File: config.mk
export PLATFORM = sky130hd
export DESIGN_NAME = mul4_fitness_scorer
export DESIGN_NICKNAME = d
export VERILOG_FILES = /design/src/rtl/mul4_eval_pkg.sv /design/src/rtl/mul4_lane_popcount.sv /design/src/rtl/mul4_fitness_scorer.sv
export SDC_FILE = /design/constraint.sdc
export NUM_CORES = 1
export LEC_CHECK = 0
export BUFFER_PORTS_ARGS = -buffer_cell sky130_fd_sc_hd__buf_2
export CAP_MARGIN = 15
export CORE_AREA = 2 2 128 130
export DETAILED_ROUTE_END_ITERATION = 6
export DIE_AREA = 0 0 130 132
export PLACE_DENSITY_LB_ADDON = 0.1
export SYNTH_ARGS = -nofsm -noshare
export SYNTH_HDL_FRONTEND = slang
export SYNTH_SLANG_ARGS = --single-unit
File: constraint.sdc
create_clock -name clk -period 13 [get_ports clk]
set_input_delay 1.95 -clock clk [delete_from_list [all_inputs] [get_ports clk]]
set_output_delay 1.95 -clock clk [all_outputs]
set_load 0.005 [all_outputs]
File: src/rtl/mul4_eval_pkg.sv
// Shared types and the golden 2x2-bit product used by the mul4 fitness scorer.
package mul4_eval_pkg;

    localparam int BITS_PER_LANE = 4;

    typedef enum logic [1:0] {
        IDLE   = 2'd0,
        ACCUM  = 2'd1,
        FLUSH  = 2'd2,
        REPORT = 2'd3
    } state_t;

    // Returns {p3,p2,p1,p0} of a*b for 2-bit operands a={a1,a0}, b={b1,b0}.
    function automatic logic [3:0] golden_prod(input logic a1, input logic a0,
                                               input logic b1, input logic b0);
        golden_prod = {a1 & a0 & b1 & b0,
                       a1 & b1 & ~(a0 & b0),
                       (a1 & b0) ^ (a0 & b1),
                       a0 & b0};
    endfunction

endpackage

File: src/rtl/mul4_lane_popcount.sv
// Combinational popcount of the per-lane match vector.
module mul4_lane_popcount #(
    parameter int N     = 64,
    parameter int CNT_W = $clog2(N + 1)
) (
    input  logic [N-1:0]     bits_in,
    output logic [CNT_W-1:0] count
);

    always_comb begin
        count = '0;
        for (int i = 0; i < N; i++) begin
            count = count + CNT_W'(bits_in[i]);
        end
    end

endmodule

File: src/rtl/mul4_fitness_scorer.sv
// Scores evolved 2x2 multiplier candidates: counts correct output bits across BATCHES beats.
//
// state  | meaning
// IDLE   | waiting for start; accumulator cleared when start is taken
// ACCUM  | accepting beats until BATCHES handshakes have occurred
// FLUSH  | no new beats; draining S1/S2 into the accumulator
// REPORT | score presented until the consumer takes it
module mul4_fitness_scorer
    import mul4_eval_pkg::*;
#(
    parameter int LANES   = 16,
    parameter int BATCHES = 4,
    parameter int SCORE_W = $clog2(4 * LANES * BATCHES + 1)
) (
    input  logic               clk,
    input  logic               rst_n,
    input  logic               start,
    input  logic               in_valid,
    output logic               in_ready,
    input  logic [LANES-1:0]   a1,
    input  logic [LANES-1:0]   a0,
    input  logic [LANES-1:0]   b1,
    input  logic [LANES-1:0]   b0,
    input  logic [LANES-1:0]   y3,
    input  logic [LANES-1:0]   y2,
    input  logic [LANES-1:0]   y1,
    input  logic [LANES-1:0]   y0,
    output logic               out_valid,
    input  logic               out_ready,
    output logic [SCORE_W-1:0] score,
    output logic               perfect,
    output logic               busy
);

    localparam int MATCH_W   = BITS_PER_LANE * LANES;
    localparam int CNT_W     = $clog2(MATCH_W + 1);
    localparam int BEAT_W    = $clog2(BATCHES + 1);
    localparam int MAX_SCORE = MATCH_W * BATCHES;

    state_t               state_q, state_d;
    logic [BEAT_W-1:0]    beat_cnt_q, beat_cnt_d;
    logic [SCORE_W-1:0]   acc_q, acc_d;
    logic                 s1_valid_q, s1_valid_d;
    logic [MATCH_W-1:0]   s1_match_q, s1_match_d;
    logic                 s2_valid_q, s2_valid_d;
    logic [MATCH_W-1:0]   match;
    logic [CNT_W-1:0]     pop_count;
    logic                 accept;

    assign accept = in_valid && (state_q == ACCUM);

    always_comb begin
        match = '0;
        for (int i = 0; i < LANES; i++) begin
            match[BITS_PER_LANE*i +: BITS_PER_LANE] =
                ~({y3[i], y2[i], y1[i], y0[i]} ^ golden_prod(a1[i], a0[i], b1[i], b0[i]));
        end
    end

    mul4_lane_popcount #(.N(MATCH_W), .CNT_W(CNT_W)) u_popcount (
        .bits_in (s1_match_q),
        .count   (pop_count)
    );

    always_comb begin
        state_d    = state_q;
        beat_cnt_d = beat_cnt_q;
        acc_d      = acc_q;
        s1_valid_d = accept;
        s1_match_d = accept ? match : s1_match_q;
        s2_valid_d = s1_valid_q;

        if (s1_valid_q) begin
            acc_d = acc_q + SCORE_W'(pop_count);
        end

        case (state_q)
            IDLE: begin
                if (start) begin
                    acc_d      = '0;
                    beat_cnt_d = '0;
                    state_d    = ACCUM;
                end
            end
            ACCUM: begin
                if (accept) begin
                    beat_cnt_d = beat_cnt_q + BEAT_W'(1);
                    if (beat_cnt_q == BEAT_W'(BATCHES - 1)) begin
                        state_d = FLUSH;
                    end
                end
            end
            FLUSH: begin
                if (!s1_valid_q && !s2_valid_q) begin
                    state_d = REPORT;
                end
            end
            REPORT: begin
                // start in the same cycle as out_ready is deliberately dropped
                if (out_ready) begin
                    state_d = IDLE;
                end
            end
            default: state_d = IDLE;
        endcase
    end

    always_ff @(posedge clk or negedge rst_n) begin
        if (!rst_n) begin
            state_q    <= IDLE;
            beat_cnt_q <= '0;
            acc_q      <= '0;
            s1_valid_q <= 1'b0;
            s1_match_q <= '0;
            s2_valid_q <= 1'b0;
        end else begin
            state_q    <= state_d;
            beat_cnt_q <= beat_cnt_d;
            acc_q      <= acc_d;
            s1_valid_q <= s1_valid_d;
            s1_match_q <= s1_match_d;
            s2_valid_q <= s2_valid_d;
        end
    end

    assign in_ready  = (state_q == ACCUM);
    assign out_valid = (state_q == REPORT);
    assign busy      = (state_q != IDLE);
    assign score     = acc_q;
    assign perfect   = out_valid && (acc_q == SCORE_W'(MAX_SCORE));

endmodule

==> flow_summary.yaml <==
status:
  outcome: "finished clean"
clock_network:
  cts_num_sinks: 80
  tritoncts: "done"
  clock_latency_ns: 0.34
  post_cts_buffers: 0
  cts_buffer_depth: 2
  path_clk_slew_ns: 0.06
  cts_buffers: 9
  cts-root-buf: "clkbuf_16"
  cts_resized: 0
  htreeDepth: 3
  hold_buffers: 0
yosys:
  synth_seq_area_share_pct: 32.1
  yosysWarnings: 0
  synth-compound-area-share_pct: 9.78
  synth_edf_count: 0
  syn_nets: 895
  synth_xor_area_share_pct: 11.8
  synth_top_family_by_area: "adder cells"
  synth_cells: 676
  synthFlopType: "dfrtp_1"
  synth.area.mux_share_pct: 0.501
  yosysUniqueCellTypes: 48
  synth_area_leaders: "dfrtp_1 (32%), fa_1 (18%), xnor2_1 (12%)"
  async_flop_share_pct: 100
  synth_top_area_share_pct: 32.1
  yosys.area_share.adder_pct: 23.8
  synth_seq_cells: 80
  syn_avg_cell_area_um2: 9.24
  yosys.area_share.simple_pct: 14.4
  synth_area_leader_cell: "dfrtp_1"
  synth_area_um2: 6240
timing:
  skew_ns: 0.00481
  fmax_mhz: 138
  setup_viol: 0
  finalHoldViolCount: 0
  timing.hold.ws_ns: 0.482
  tightestPinTransition_ns: 1.02
  slew_viol_final: 0
  min_period_over_period_pct: 55.9
  grt_setup_unrepaired: "false"
  max_slew_margin_pct: 31.9
  finalSetupTns_ns: 0
  period_needed_ns: 7.26
drt:
  drc: 0
  drt-initial-drc-count: 100
  wl_per_cell_um: 12.7
  ant_nets: 0
  firstDrtPassIters: 4
  drt_wl_total_um: 13100
  via_count: 4827
  vias_per_cell: 4.66
finish:
  areaGrowthSynthToFinish_pct: 19.3
  layout_common_cells: "buf_2 (144), nand2_1 (119), inv_1 (103)"
  drive_gt1_share_pct: 20.6
  nets: 1033
  antenna_cells: 0
  utilization_pct: 47.4
  layout_commonest_cell: "buf_2"
  fin_area_um2: 7450
critical_path:
  critPathTopFamily: "adder cells"
  rr_endpoint: "score[7]"
  arrival_ns: 7.48
  ff2ff_setup_slack_ns: 5.74
  critPathSlowestCell: "fa_1"
  crit_chain: "ha_1 -> inv_1 -> fa_1 -> fa_1 -> fa_1 -> fa_1 -> fa_1 -> fa_1 -> fa_1 -> fa_1 -> fa_1 -> fa_1 -> nor2b_1 -> o21ai_0 -> nand2b_1 -> a21oi_1 -> o21bai_1 -> ha_1 -> a2111oi_0 -> o21a_1 -> nor3_2 -> xnor2_1 -> nor2_1"
  cp-start-kind: "flop"
  r2r_start: "s1_match_q[0]"
  slowest_delay_ns: 0.54
  critPathRequiredTime_ns: 13.21
  timing.critical_path.mode_cell: "fa_1"
  end_kind: "flop"
  critPathBufInv: 1
  path_max_fanout: 3
  path_class: "flop to flop"
  reg2reg_depth: 23
global_route:
  grt_usage_pct: 16.7
  grt_pass1_wl_um: 23100
  grt.overflow.total: 0
  first_global_vias: 5219
  antenna_found_initial: 0
  grt_max_degree: 104
floorplanning:
  num_io_pins: 146
  fp-row-count: 46
  die_w_um: 130
  core_um2: 15700
  die_area_um2: 17200
  die_h_um: 132
  start_util_pct: 39.7
min_path:
  hold_path_end: "s1_match_q[27]"
  hp-class: "flop to flop"
  min-delay-start: "s1_match_q[27]"
  min_path_cells: 2
placed_design:
  placed_cell_area_um2: 7170
  portBuffers: 145
  hpwl_um: 10900
  gp_congestion: 0.836
job:
  maxCapViolCount: 0
[flip-flops by register name (all words and copies together) (netlist names)]
| register | count |
|---|---|
| beat_cnt_q | 3 |
| s1_match_q | 64 |
| s1_valid_q | 1 |
| s2_valid_q | 1 |
| score | 9 |
| state_q | 2 |
[cells by family (layout without fill, tap and decap cells)]
family,count (synthesis),in the layout
muxes,3,3
adders and majority gates,86,86
buffers and inverters,122,265
xor gates and xnor gates,84,84
and+or+nand+nor,194,194
AOI/OAI and AO/OA,107,107
DFF,80,80
[metrics by stage]
stage	cells	worst slack, ns
after global routing	1035	5.31
after floorplan	676	6.06
after global placement	1019	5.85
after detailed placement	1019	5.74
after CTS	1035	5.72
final	1035	5.74
[worst min-delay path: stages (launching register included)]
cell and delay (ns):
dfrtp_1 0.34, nand2_1 0.05, o21ai_0 0.06
[final cells by class]
type / instances / area [µm²]
Fill cell: 1569 / 8260
Multi-Input combinational cell: 474 / 3770
Sequential cell: 80 / 2000
Timing Repair Buffer: 146 / 736
Inverter: 103 / 387
Tap cell: 216 / 270
Clock buffer: 10 / 239
Clock inverter: 6 / 45.0
[worst max-delay path by stage]
stage	cells past startpoint	slack, ns	end	start
4_1_cts	23	5.72	score[7]	s1_match_q[0]
5_1_grt	23	5.31	score[7]	s1_match_q[0]
3_3_place_gp	23	5.85	score[7]	s1_match_q[0]
6_report	23	5.74	score[7]	s1_match_q[0]
2_1_floorplan	23	6.06	score[7]	s1_match_q[0]
3_5_place_dp	23	5.74	score[7]	s1_match_q[0]
[per-layer routing]
metal  up-vias  routed length [µm]  global-route usage, %
li1       2446                   -                      -
met1      2282                5120                   18.1
met2        81                7350                   32.1
met3        18                 405                   2.92
met4         0                 248                   5.50
met5         -                   0                      0
[cells in the mapped netlist (2+ instances only)]
master       n
ha_1        31
buf_4        2
nand2b_1     3
dfrtp_1     80
nor3b_1      2
mux2i_1      2
nor4b_1      2
o21ai_0     72
a211oi_1     4
buf_2        9
nor3_1       4
nor2b_1      2
inv_1      103
nand3_1     21
o21a_1       5
or3_1        2
nor2_1       7
a21oi_1      5
a2111oi_0    3
nand4_1     17
fa_1        55
xnor2_1     82
o21ai_1      6
xor2_1       2
nor4_1       3
nand3b_1     2
nand2_1    120
clkbuf_1     8
a31oi_1      3
Power is left out: the tool's default activity adds up to more than one toggle a clock period on the data nets, which glitch-free logic cannot reach.
